`src/rtl/hoaaned_err_monitor.sv`:
```
// Error-distance statistics collector for the LPL=6/UPL=10 approximate adder.
// Optional squared-error accumulator enabled by defining HOAANED_MON_SQERR_EN.
module hoaaned_err_monitor #(
  parameter int N     = 16,
  parameter int CNT_W = 16,
  parameter int ACC_W = 40
) (
  input  logic             clk,
  input  logic             rst,
  input  logic             start,
  input  logic [CNT_W-1:0] num_samples,
  input  logic             in_valid,
  output logic             in_ready,
  input  logic [N-1:0]     a,
  input  logic [N-1:0]     b,
  input  logic [N:0]       approx,
  output logic             busy,
  output logic             done,
  output logic [CNT_W-1:0] sample_count,
  output logic [CNT_W-1:0] err_count,
  output logic [N:0]       max_ed,
  output logic [ACC_W-1:0] sum_ed
`ifdef HOAANED_MON_SQERR_EN
  ,
  output logic [2*N+9:0]   sum_sq_ed
`endif
);

  // Sum adder is wide enough for either operand so a large ED on a narrow
  // accumulator still saturates instead of wrapping.
  localparam int SUM_W = ((ACC_W > N + 1) ? ACC_W : N + 1) + 1;

  typedef enum logic [1:0] {IDLE, RUN, DRAIN, DONE} state_t;

  state_t           state, state_next;
  logic [CNT_W-1:0] target;
  logic             drain_cnt;
  logic             start_acc;
  logic             accept;
  logic             last_accept;

  logic [N:0]       exact;
  logic [N:0]       ed_comb;
  logic             s1_valid;
  logic [N:0]       s1_ed;
  logic             s1_nz;
  logic [SUM_W-1:0] sum_wide;
  logic             sum_sat;

  assign start_acc   = start && ((state == IDLE) || (state == DONE));
  assign accept      = in_valid && (state == RUN);
  assign last_accept = accept && ((sample_count + CNT_W'(1)) == target);

  assign in_ready = (state == RUN);
  assign busy     = (state == RUN) || (state == DRAIN);
  assign done     = (state == DONE);

  always_comb begin
    state_next = state;
    case (state)
      IDLE, DONE: if (start) state_next = (num_samples == '0) ? DRAIN : RUN;
      RUN:        if (last_accept) state_next = DRAIN;
      DRAIN:      if (drain_cnt) state_next = DONE;
      default:    state_next = IDLE;
    endcase
  end

  always_ff @(posedge clk or posedge rst) begin
    if (rst) begin
      state        <= IDLE;
      target       <= '0;
      drain_cnt    <= 1'b0;
      sample_count <= '0;
    end else begin
      state     <= state_next;
      drain_cnt <= (state == DRAIN);
      if (start_acc) begin
        target       <= num_samples;
        sample_count <= '0;
      end else if (accept) begin
        sample_count <= sample_count + CNT_W'(1);
      end
    end
  end

  // Stage 1: exact sum and absolute error distance.
  assign exact   = {1'b0, a} + {1'b0, b};
  assign ed_comb = (approx >= exact) ? (approx - exact) : (exact - approx);

  always_ff @(posedge clk or posedge rst) begin
    if (rst) begin
      s1_valid <= 1'b0;
      s1_ed    <= '0;
      s1_nz    <= 1'b0;
    end else begin
      s1_valid <= accept && !start_acc;
      if (accept) begin
        s1_ed <= ed_comb;
        s1_nz <= (ed_comb != '0);
      end
    end
  end

  assign sum_wide = SUM_W'(sum_ed) + SUM_W'(s1_ed);
  assign sum_sat  = (sum_wide[SUM_W-1:ACC_W] != '0);

  // Stage 2: saturating accumulation of the stage-1 result.
  always_ff @(posedge clk or posedge rst) begin
    if (rst) begin
      err_count <= '0;
      max_ed    <= '0;
      sum_ed    <= '0;
    end else if (start_acc) begin
      err_count <= '0;
      max_ed    <= '0;
      sum_ed    <= '0;
    end else if (s1_valid) begin
      sum_ed <= sum_sat ? {ACC_W{1'b1}} : sum_wide[ACC_W-1:0];
      if (s1_nz && (err_count != {CNT_W{1'b1}})) err_count <= err_count + CNT_W'(1);
      if (s1_ed > max_ed) max_ed <= s1_ed;
    end
  end

`ifdef HOAANED_MON_SQERR_EN
  logic [2*N+1:0] sq_comb;
  logic [2*N+1:0] s1_sq;
  logic [2*N+10:0] sq_wide;

  assign sq_comb = (2*N+2)'(ed_comb) * (2*N+2)'(ed_comb);
  assign sq_wide = {1'b0, sum_sq_ed} + (2*N+11)'(s1_sq);

  always_ff @(posedge clk or posedge rst) begin
    if (rst) begin
      s1_sq     <= '0;
      sum_sq_ed <= '0;
    end else begin
      if (accept) s1_sq <= sq_comb;
      if (start_acc) sum_sq_ed <= '0;
      else if (s1_valid) sum_sq_ed <= sq_wide[2*N+10] ? {(2*N+10){1'b1}} : sq_wide[2*N+9:0];
    end
  end
`endif

endmodule

```
`config.mk`:
```
export PLATFORM = sky130hd
export DESIGN_NAME = hoaaned_err_monitor
export DESIGN_NICKNAME = d
export VERILOG_FILES = /design/src/rtl/hoaaned_err_monitor.sv
export SDC_FILE = /design/constraint.sdc
export NUM_CORES = 1
export LEC_CHECK = 0
export CORE_UTILIZATION = 40
export DETAILED_ROUTE_END_ITERATION = 7
export HOLD_SLACK_MARGIN = 0.08
export MAX_ROUTING_LAYER = met4
export SYNTH_ARGS = -nofsm -noshare
export SYNTH_HDL_FRONTEND = slang
export SYNTH_SLANG_ARGS = --single-unit
```
`constraint.sdc`:
```
create_clock -name clk -period 5.9 [get_ports clk]
set_clock_uncertainty 0.15 [all_clocks]
set_input_delay 0.59 -clock clk [delete_from_list [all_inputs] [get_ports clk]]
set_output_delay 0.59 -clock clk [all_outputs]
set_load 0.005 [all_outputs]
```
# Yosys cells after proc, flatten, opt, wreduce, memory -nomap -nowiden

Index checks and enable logic that the tools add are counted.

Register bits after elaboration: 127
Bits of input ports: 69

Reduce and logical (&&, ||, !) cells: 19
Equality and inequality tests: 8
Order comparisons: 2
$add $sub $neg: 6
Muxes and demuxes: 17

Operator list:

| operator                | number |
|---|---|
| $mux W40                | 3 |
| $mux W16                | 5 |
| $mux W17                | 4 |
| $add A40 B17 Y41        | 1 |
| $sub A17 B17 Y17        | 2 |
| $add A16 B1 Y16 const B | 2 |
| $add A16 B16 Y17        | 1 |
| $ge A17 B17 Y1          | 1 |
| $gt A17 B17 Y1          | 1 |
| $reduce_bool A17 Y1     | 1 |
| $eq A16 B16 Y1          | 1 |
| $logic_not A16 Y1       | 1 |
| $ne A16 B16 Y1 const B  | 1 |
| $mux W2                 | 4 |
| $reduce_bool A2 Y1      | 4 |
| $pmux W2 S3             | 1 |
| $logic_and A1 B1 Y1     | 5 |
| $eq A2 B2 Y1 const B    | 2 |
| $ne A2 B2 Y1 const B    | 2 |
| $reduce_and A2 Y1       | 2 |
| $reduce_and A3 Y1       | 1 |
| $eq A2 B1 Y1 const B    | 1 |
| $logic_not A2 Y1        | 1 |
| $logic_or A1 B1 Y1      | 2 |
| 3 further kinds         | 3 |

# Longest topological paths before layout

Gate-level depths: netlist (run 1).

Depth in word-level cells: 5
Gate-level depth with buffers: 25

# Worst setup path before layout (run 1)

No wires, ideal clock.

Kind: input to register
Start: input port a[0]
End: register s1_nz
Stages: 25
Required time: 5.619 ns
Path slack: 0.319 ns
Arrival time: 5.300 ns
Setup time: 0.131 ns
Cells stage by stage: ha_1 fa_1 a21o_1 a21oi_1 o21bai_1 a21oi_1 nor2b_1 o21a_1 o31ai_1 a21o_1 o21ai_0 xor2_1 ha_1 buf_6 nand4_2 nor4_1 a211o_1 a21o_1 a211oi_4 buf_6 mux2i_1 xnor2_2 nand4_1 nor4_2 a31oi_1

Cells in the longest elaborated chain, start to end: 4
Elaborated cells between the ends (all ways): 6
Classes of those cells: add/sub: 3; order compare: 1; mux: 1; reduce/logical: 1

RTL lines:

| element                                                   | line | source |
|---|---|---|
| start: declaration                                        | 14   | `input logic [N-1:0] a,` |
| $add A16 B16 Y17 (*)                                      | 87   | `assign exact = {1'b0, a} + {1'b0, b};` |
| $sub A17 B17 Y17 / $ge A17 B17 Y1 (equally long branches) | 88   | `assign ed_comb = (approx >= exact) ? (approx - exact) : (exact - approx);` |
| $mux W17 (*)                                              | 88   |  |
| $reduce_bool A17 Y1 (*)                                   | 99   | `s1_nz <= (ed_comb != '0);` |
| end signal: assignment                                    | 99   |  |
| end: declaration                                          | 46   | `logic s1_nz;` |

Every way passes the cells marked *; elsewhere a longest branch is shown, timed or not.
A chain may end at the register's enable or synchronous reset.

# Worst setup path after layout (run 1)

Ends and elaborated chain as after synthesis.

==> metrics.csv, run 1 <==
stage;metric;value;unit
critical_path;reg2reg_from;s1_ed[0]$_DFFE_PP0P_;
die;core;0.02347;sq mm
timing;worst_pin_slew;1.210;ns
clock_network;cts_tree;built;
timing;fmax;179.3;MHz
clock_network;clkTransAtPathRegs;0.06;ns
clock_network;cts-root-buf;clkbuf_16;
hold_path;min_path_type;register to register;
critical_path;timing.critical_path.mode_cell;a21o_1;
global_route;grt_pass1_vias;7943;
layout;nets;1471;
global_route;grt_use_total;22.16;%
synthesis;yosysSeqAreaShare;33.22;%
die;pin_count;161;
layout;syn_to_final_growth;30.58;%
layout;instances_no_fill;1641;
global_route;overflow;0;
critical_path;crit_required;6.03;ns
pwr;power_density;409.1;mW/mm^2
drt;first_pass_iters;4;
global_route;grt_start_max_net_pins;86;
die;die_w;156.7;um
timing;finalSetupViolations;0;
synthesis;yosysWarnings;0;
placed_design;port_buffers;160;
timing;fin_crit_sh;94.55;%
critical_path;cpLargestDelayFamily;compound AO/OA/AOI/OAI gates;
synthesis;synth_edf_count;0;
layout;insertedDiodeCount;0;
die;start_util;40.76;%
hold_path;hold_path_startpoint;target[7]$_DFFE_PP0P_;
job;drv_cap;0;
clock_network;cts_num_sinks;127;
timing;period_needed;5.578;ns
pwr;vdd_drop_max;0.2504;mV
critical_path;crit_type;input port to register;
critical_path;crit_start;a[0];
critical_path;endpoint_kind;register;
timing;hold_ws;0.3468;ns
layout;final_util;53.22;%
placed_design;dp_hpwl;19900;um
synthesis;synth_nets;1286;
clock_network;insertion_delay;0.43;ns
drt;ant_nets;0;
critical_path;slowest_stage;clkdlybuf4s50_1;
clock_network;cts_buffer_depth;2;
drt;drcViolationCount;0;
critical_path;critPathArrivalTime;5.71;ns
layout;drive_above_1_share;8.699;%
synthesis;syn_inst;1125;
clock_network;h-tree-depth;4;
clock_network;postCtsHoldBufs;0;
critical_path;cp_num_buf_inv;4;
timing;max_slew_margin;19.10;%
global_route;grt_pass1_wl;41270;um
synthesis;syn-cell-area;0.009567;sq mm
critical_path;crit_fanout;7;
synthesis;synth_cell_types;64;
critical_path;slowest_delay;0.40;ns
synthesis;synth_flop_cell;dfrtp_1;
timing;finalHoldViolCount;0;
drt;vias_per_cell;5.241;
die;die_height;156.7;um
drt;via_count;8601;
status;outcome;finished, final reports clean;
drt;post_drt_wl_per_cell;15.90;um
placed_design;finalWeightedCongestion;0.9238;
placed_design;dp_cells;1601;
critical_path;cp-start-kind;input port;
drt;finalWirelength;26090;um
drt;drt-initial-drc-count;441;
die;die_area;0.02454;sq mm
die;num_rows;56;
synthesis;async_flop_share;100.0;%
global_route;antenna_found_initial;0;
synthesis;avgSynthCellArea;8.504;sq um
synthesis;ys_ff_latch;127;
clock_network;numCtsBuffers;17;
pwr;leakage;5.734;nW
timing;drv_slew;0;
what timing repair did:
item | 4_1_cts | 5_1_grt
setup buffers | 0 | 8
endpoints found under the setup margin | 0 | 1
gates resized for setup | 0 | 15
flip-flops by register name, indices dropped and copies added, names as in the netlist:
name          cells
drain_cnt         1
err_count        16
max_ed           17
s1_ed            17
s1_nz             1
s1_valid          1
sample_count     16
state             2
sum_ed           40
target           16
worst reg2reg max path: stages (launching register included):
cell	delay, ns
dfrtp_1	0.47
ha_1	0.24
inv_1	0.07
fa_1	0.20
nor2b_1	0.06
o21a_1	0.18
o21ai_1	0.20
a21oi_2	0.11
a31oi_1	0.46
o31ai_4	0.13
a41oi_2	0.85
nand2_1	0.23
nor4_1	0.43
a311oi_1	0.16
stage by stage:
stage	setup WS, ns	setup TNS [ns]	area [sq um]	power [mW]
after floorplan	0.3186	0	9567	2.966
after global placement	-0.1382	-0.1382	11680	3.875
after detailed placement	-0.2888	-0.4050	11680	3.899
after CTS	0.1498	0	12320	5.053
after global routing	-0.03325	-0.03325	12490	5.495
final	0.3216	0	12490	5.111
per-layer routing:
metal | wire length [um] | global-route usage [%]
met1 | 12090 | 28.61
met2 | 12340 | 35.69
met5 | 0 | -
met4 | 558 | 7.376
met3 | 1102 | 3.019
cell usage in the layout, fill, tap and decap left out, types with 10 or more instances in the layout:
cell type,instances
clkbuf_16,18
a311oi_1,10
nand2_1,128
nor2_1,100
nor3_1,33
buf_4,45
nand4_1,14
mux2i_1,26
a21oi_1,73
inv_1,79
and3_1,20
a31oi_1,29
a211oi_1,11
a21o_1,32
clkdlybuf4s50_1,160
dfrtp_1,127
nand3_1,28
xor2_1,38
xnor2_1,51
o21ai_0,63
ha_1,88
synth_stat cells, types with 2 or more instances:
cell	instances	area [sq um]
nand2_1	128	480.5
dfrtp_1	127	3178
nor2_1	100	375.4
ha_1	88	1101
inv_1	80	300.3
a21oi_1	74	370.4
o21ai_0	64	320.3
xnor2_1	52	455.4
xor2_1	39	341.6
nor3_1	33	165.2
a21o_1	32	240.2
clkbuf_1	30	112.6
mux2i_1	30	300.3
a31oi_1	29	181.4
nand3_1	28	140.1
and3_1	20	125.1
nand4_1	14	87.58
a211oi_1	11	82.58
a311oi_1	10	87.58
nor4_1	10	62.56
nor2b_1	9	56.30
o21a_1	9	67.56
o21bai_1	8	60.06
and2_1	7	43.79
and4_1	7	61.31
nand2b_1	7	43.79
or3_1	7	43.79
buf_2	6	30.03
o211ai_1	6	45.04
o31ai_1	5	37.54
or2_2	5	31.28
buf_6	4	45.04
fa_1	4	80.08
a211o_1	3	26.28
a21boi_0	3	22.52
and3b_1	3	26.28
a21oi_2	2	17.52
buf_1	2	7.510
mux2_2	2	22.52
nor4_2	2	25.02
o21ai_1	2	10.01
layout make-up:
class,instances,area (sq um)
clock buffer,19,452.9
clock inverter,12,182.7
tap,319,399.1
inverter,80,302.8
sequential,127,3178
timing repair buffer,208,2004
multi-input combinational,876,5972
fill,2220,10980
report_power, final:
| group | switching [mW] | total [mW] | internal (mW) |
|---|---|---|---|
| Clock | 0.404 | 1.13 | 0.730 |
| Combinational | 1.38 | 2.61 | 1.23 |
| Sequential | 0.262 | 1.37 | 1.11 |
final timing paths:
check                                          endpoint  slack (ns)  cells past startpoint
setup / recovery                      s1_nz$_DFFE_PP0P_        0.32                     27
hold / removal                    target[7]$_DFFE_PP0P_        0.35                      2
setup reg to reg                 sum_ed[35]$_DFFE_PP0P_        1.84                     13
hold reg to reg                   target[7]$_DFFE_PP0P_        0.35                      2
max in group asynchronous  sample_count[11]$_DFFE_PP0P_        3.81                      3
min in group asynchronous     err_count[13]$_DFFE_PP0P_        0.64                      2
kinds of logic after synthesis:
group	count (synthesis)	share of synthesized area (%)
multiplexers	33	3.492
AO/OA/AOI/OAI	273	18.21
XOR/XNOR	92	8.501
AND/OR/NAND/NOR	386	19.06
adder cells (fa/ha/maj)	92	12.35
buffers and inverters	122	5.179
flip-flops	127	33.22
Note: power is estimated with default switching activity, not from simulation.
==> inputs of run 2 (changes only) <==
--- a/config.mk
+++ b/config.mk
@@ -6,4 +6,5 @@
 export NUM_CORES = 1
 export LEC_CHECK = 0
+export CORE_MARGIN = 2
 export CORE_UTILIZATION = 40
 export DETAILED_ROUTE_END_ITERATION = 7
==> constraint.sdc (replaced) <==
create_clock -name clk -period 5.9 [get_ports clk]
set_clock_uncertainty 0.15 [all_clocks]
set_input_delay 1.77 -clock clk [delete_from_list [all_inputs] [get_ports clk]]
set_output_delay 1.77 -clock clk [all_outputs]
set_load 0.005 [all_outputs]
==> run 2 against run 1 <==
Net effect:
- the run now ends with negative setup slack left
- first-iteration DRC count shrank 7.0%
- via count up 3.9%
- sequential share of layout area is 1.5 points lower
- sequential power is essentially flat
- global-route usage is 0.11 points lower
- core utilization is 3.4 points higher
- die area increased by 2.6%
- maximum frequency decreased by 11%
- critical endpoint unchanged
- highest routed layer unchanged
==> metrics.csv, run 2 (synthesis gave the netlist of run 1 again) <==
stage;metric;value;unit;change
pwr;finalPower;5.281;mW;+3.3%
placed_design;post_dp_cell_area;0.01232;sq mm;+5.4%
layout;final_util;56.58;%;+3.4 points
placed_design;port_buffers;160;;unchanged
timing;finalHoldViolCount;0;;unchanged
critical_path;rrSetupSlack;1.90;ns;+0.06 ns
layout;nets;1554;;+5.6%
clock_network;insertion_delay;0.42;ns;about the same
timing;period_needed;6.272;ns;+0.6933 ns
die;die_height;158.7;um;+1.3%
die;start_util;40.76;%;unchanged
timing;fmax;159.4;MHz;-11%
critical_path;critPathArrivalTime;6.41;ns;+0.70 ns
hold_path;min_path_type;register to register;;
global_route;grt_pass1_vias;8657;;+9.0%
timing;worst_pin_slew;1.125;ns;-0.08491 ns
pwr;leakage;6.191;nW;+8.0%
global_route;antenna_found_initial;0;;unchanged
timing;finalSetupViolations;10;;+10
critical_path;cp-start-kind;input port;;
clock_network;numCtsBuffers;17;;unchanged
drt;finalWirelength;26120;um;+0.11%
status;violations;negative setup slack;;
layout;final_common_cell;clkdlybuf4s50_1;;
job;drv_cap;0;;unchanged
critical_path;timing.rr.end;sum_ed[35]$_DFFE_PP0P_;;
layout;syn_to_final_growth;38.82;%;
clock_network;cts_buffer_depth;2;;unchanged
critical_path;endpoint_kind;register;;
drt;ant_nets;0;;unchanged
drt;via_count;8938;;+3.9%
die;pin_count;161;;unchanged
critical_path;crit_required;6.04;ns;about the same
die;die_w;158.7;um;+1.3%
drt;drt-initial-drc-count;410;;-7.0%
layout;reg_top3;sum_ed: 40 flops, max_ed: 17 flops, s1_ed: 17 flops;;
global_route;grt_start_max_net_pins;73;;-15%
status;outcome;complete, but fails checks;;
drt;first_pass_iters;5;;+1
critical_path;reg2reg_from;s1_ed[0]$_DFFE_PP0P_;;
clock_network;cts_num_sinks;127;;unchanged
die;die_area;0.02517;sq mm;+2.6%
drt;drcViolationCount;0;;unchanged
layout;final_area;0.01328;sq mm;+6.3%
clock_network;cts-root-buf;clkbuf_16;;
global_route;grt_pass1_wl;42860;um;+3.9%
timing;drv_slew;0;;unchanged
critical_path;slowest_stage;ha_1;;
layout;max_flop_register;sum_ed;;
placed_design;finalWeightedCongestion;0.9295;;+0.62%
timing;max_slew_margin;24.78;%;+5.7 points
timing;fin_crit_sh;106.3;%;+12 points
layout;drive_above_1_share;15.89;%;+7.2 points
drt;vias_per_cell;5.190;;-0.97%
drt;post_drt_wl_per_cell;15.17;um;-4.6%
global_route;overflow;0;;unchanged
global_route;grt_use_total;22.05;%;-0.11 points
critical_path;slowest_delay;0.37;ns;-0.03 ns
critical_path;crit_type;input port to register;;
clock_network;clkTransAtPathRegs;0.05;ns;about the same
clock_network;h-tree-depth;4;;unchanged
placed_design;dp_cells;1676;;+4.7%
clock_network;postCtsHoldBufs;0;;unchanged
hold_path;min_to;target[15]$_DFFE_PP0P_;;
layout;final_cell_mix;clkdlybuf4s50_1 (154), nand2_1 (128), dfrtp_1 (127);;
placed_design;dp_hpwl;20160;um;+1.3%
timing;rsz0062_at_grt;true;;
hold_path;hold_path_startpoint;target[15]$_DFFE_PP0P_;;
layout;largest_reg_flops;40;;unchanged
die;core;0.02347;sq mm;unchanged
clock_network;cts_tree;built;;
timing;setup_ws;-0.3717;ns;-0.6933 ns
pwr;power_density;397.6;mW/mm^2;-2.8%
hold_path;worstHoldPathCells;2;;unchanged
die;num_rows;56;;unchanged
pwr;vdd_drop_max;0.2622;mV;+4.7%
layout;insertedDiodeCount;0;;unchanged
layout;instances_no_fill;1722;;+4.9%
critical_path;crit_fanout;4;;-3
critical_path;ff2ff_path_depth;13;;unchanged
==> run 2: changes by cell type in the layout (fill, tap and decap cells not counted), sizes merged <==
| cell | delta |
|---|---|
| buf | +87 |
| clkdlybuf4s15 | +1 |
| clkinvlp | -2 |
| clkdlybuf4s50 | -6 |
| clkbuf | +3 |
| dlygate4sd2 | +2 |
| bufinv | -1 |
| inv | -3 |
==> run 2: how the worst max path moves through the flow <==
| stage | end | startpoint | slack, ns |
|---|---|---|---|
| after detailed placement | s1_nz$_DFFE_PP0P_ | a[0] | -1.42 |
| after floorplan | s1_nz$_DFFE_PP0P_ | a[0] | -0.55 |
| after global routing | s1_nz$_DFFE_PP0P_ | a[0] | -0.64 |
| after global placement | s1_nz$_DFFE_PP0P_ | a[0] | -1.29 |
| final | s1_nz$_DFFE_PP0P_ | a[0] | -0.37 |
| after CTS | s1_nz$_DFFE_PP0P_ | b[0] | -0.52 |
==> run 2: layout make-up <==
type	instances	area [sq um]
fill	2191	10190
timing repair buffer	291	2680
sequential	127	3178
clock buffer	23	488.0
clock inverter	6	107.6
tap	319	399.1
multi-input combinational	876	6125
inverter	80	302.8
==> run 2: where the power goes <==
part           internal (mW)  switching [mW]
Sequential              1.11           0.267
Clock                  0.701           0.366
Combinational           1.40            1.44
==> run 2: per-stage QoR <==
| stage | hold WS, ns | setup TNS [ns] | worst slack [ns] |
|---|---|---|---|
| 2_1_floorplan | 0.3152 | -2.790 | -0.5471 |
| 3_3_place_gp | 0.3290 | -15.40 | -1.291 |
| 3_5_place_dp | 0.3384 | -17.37 | -1.415 |
| 4_1_cts | 0.3512 | -2.905 | -0.5246 |
| 5_1_grt | 0.3781 | -4.212 | -0.6370 |
| 6_report | 0.3473 | -0.8498 | -0.3717 |
==> run 2: metal layers <==
metal | vias to the layer above | share of wire (%) | GRT usage [%]
met4 | 0 | 2.0 | 6.135
met3 | 38 | 4.0 | 2.422
li1 | 4489 | - | -
met5 | - | 0 | -
met1 | 4217 | 45 | 28.25
met2 | 194 | 49 | 37.11
==> run 2: repair_timing <==
| action | in CTS | in global routing |
|---|---|---|
| setup buffers | 17 | 7 |
| gates cloned | 1 | 0 |
| endpoints found under the setup margin | 17 | 17 |
| pin swaps | 31 | 33 |
| resized for setup | 32 | 37 |
==> run 2: worst max-delay path: cells and delay by family <==
kind                       cells  cell delay, ns
AOI/OAI and AO/OA             13            2.20
adders and majority gates      3            0.87
xor gates and xnor gates       2            0.31
muxes                          1            0.25
and+or+nand+nor                4            0.51
buffers and inverters          4            0.49
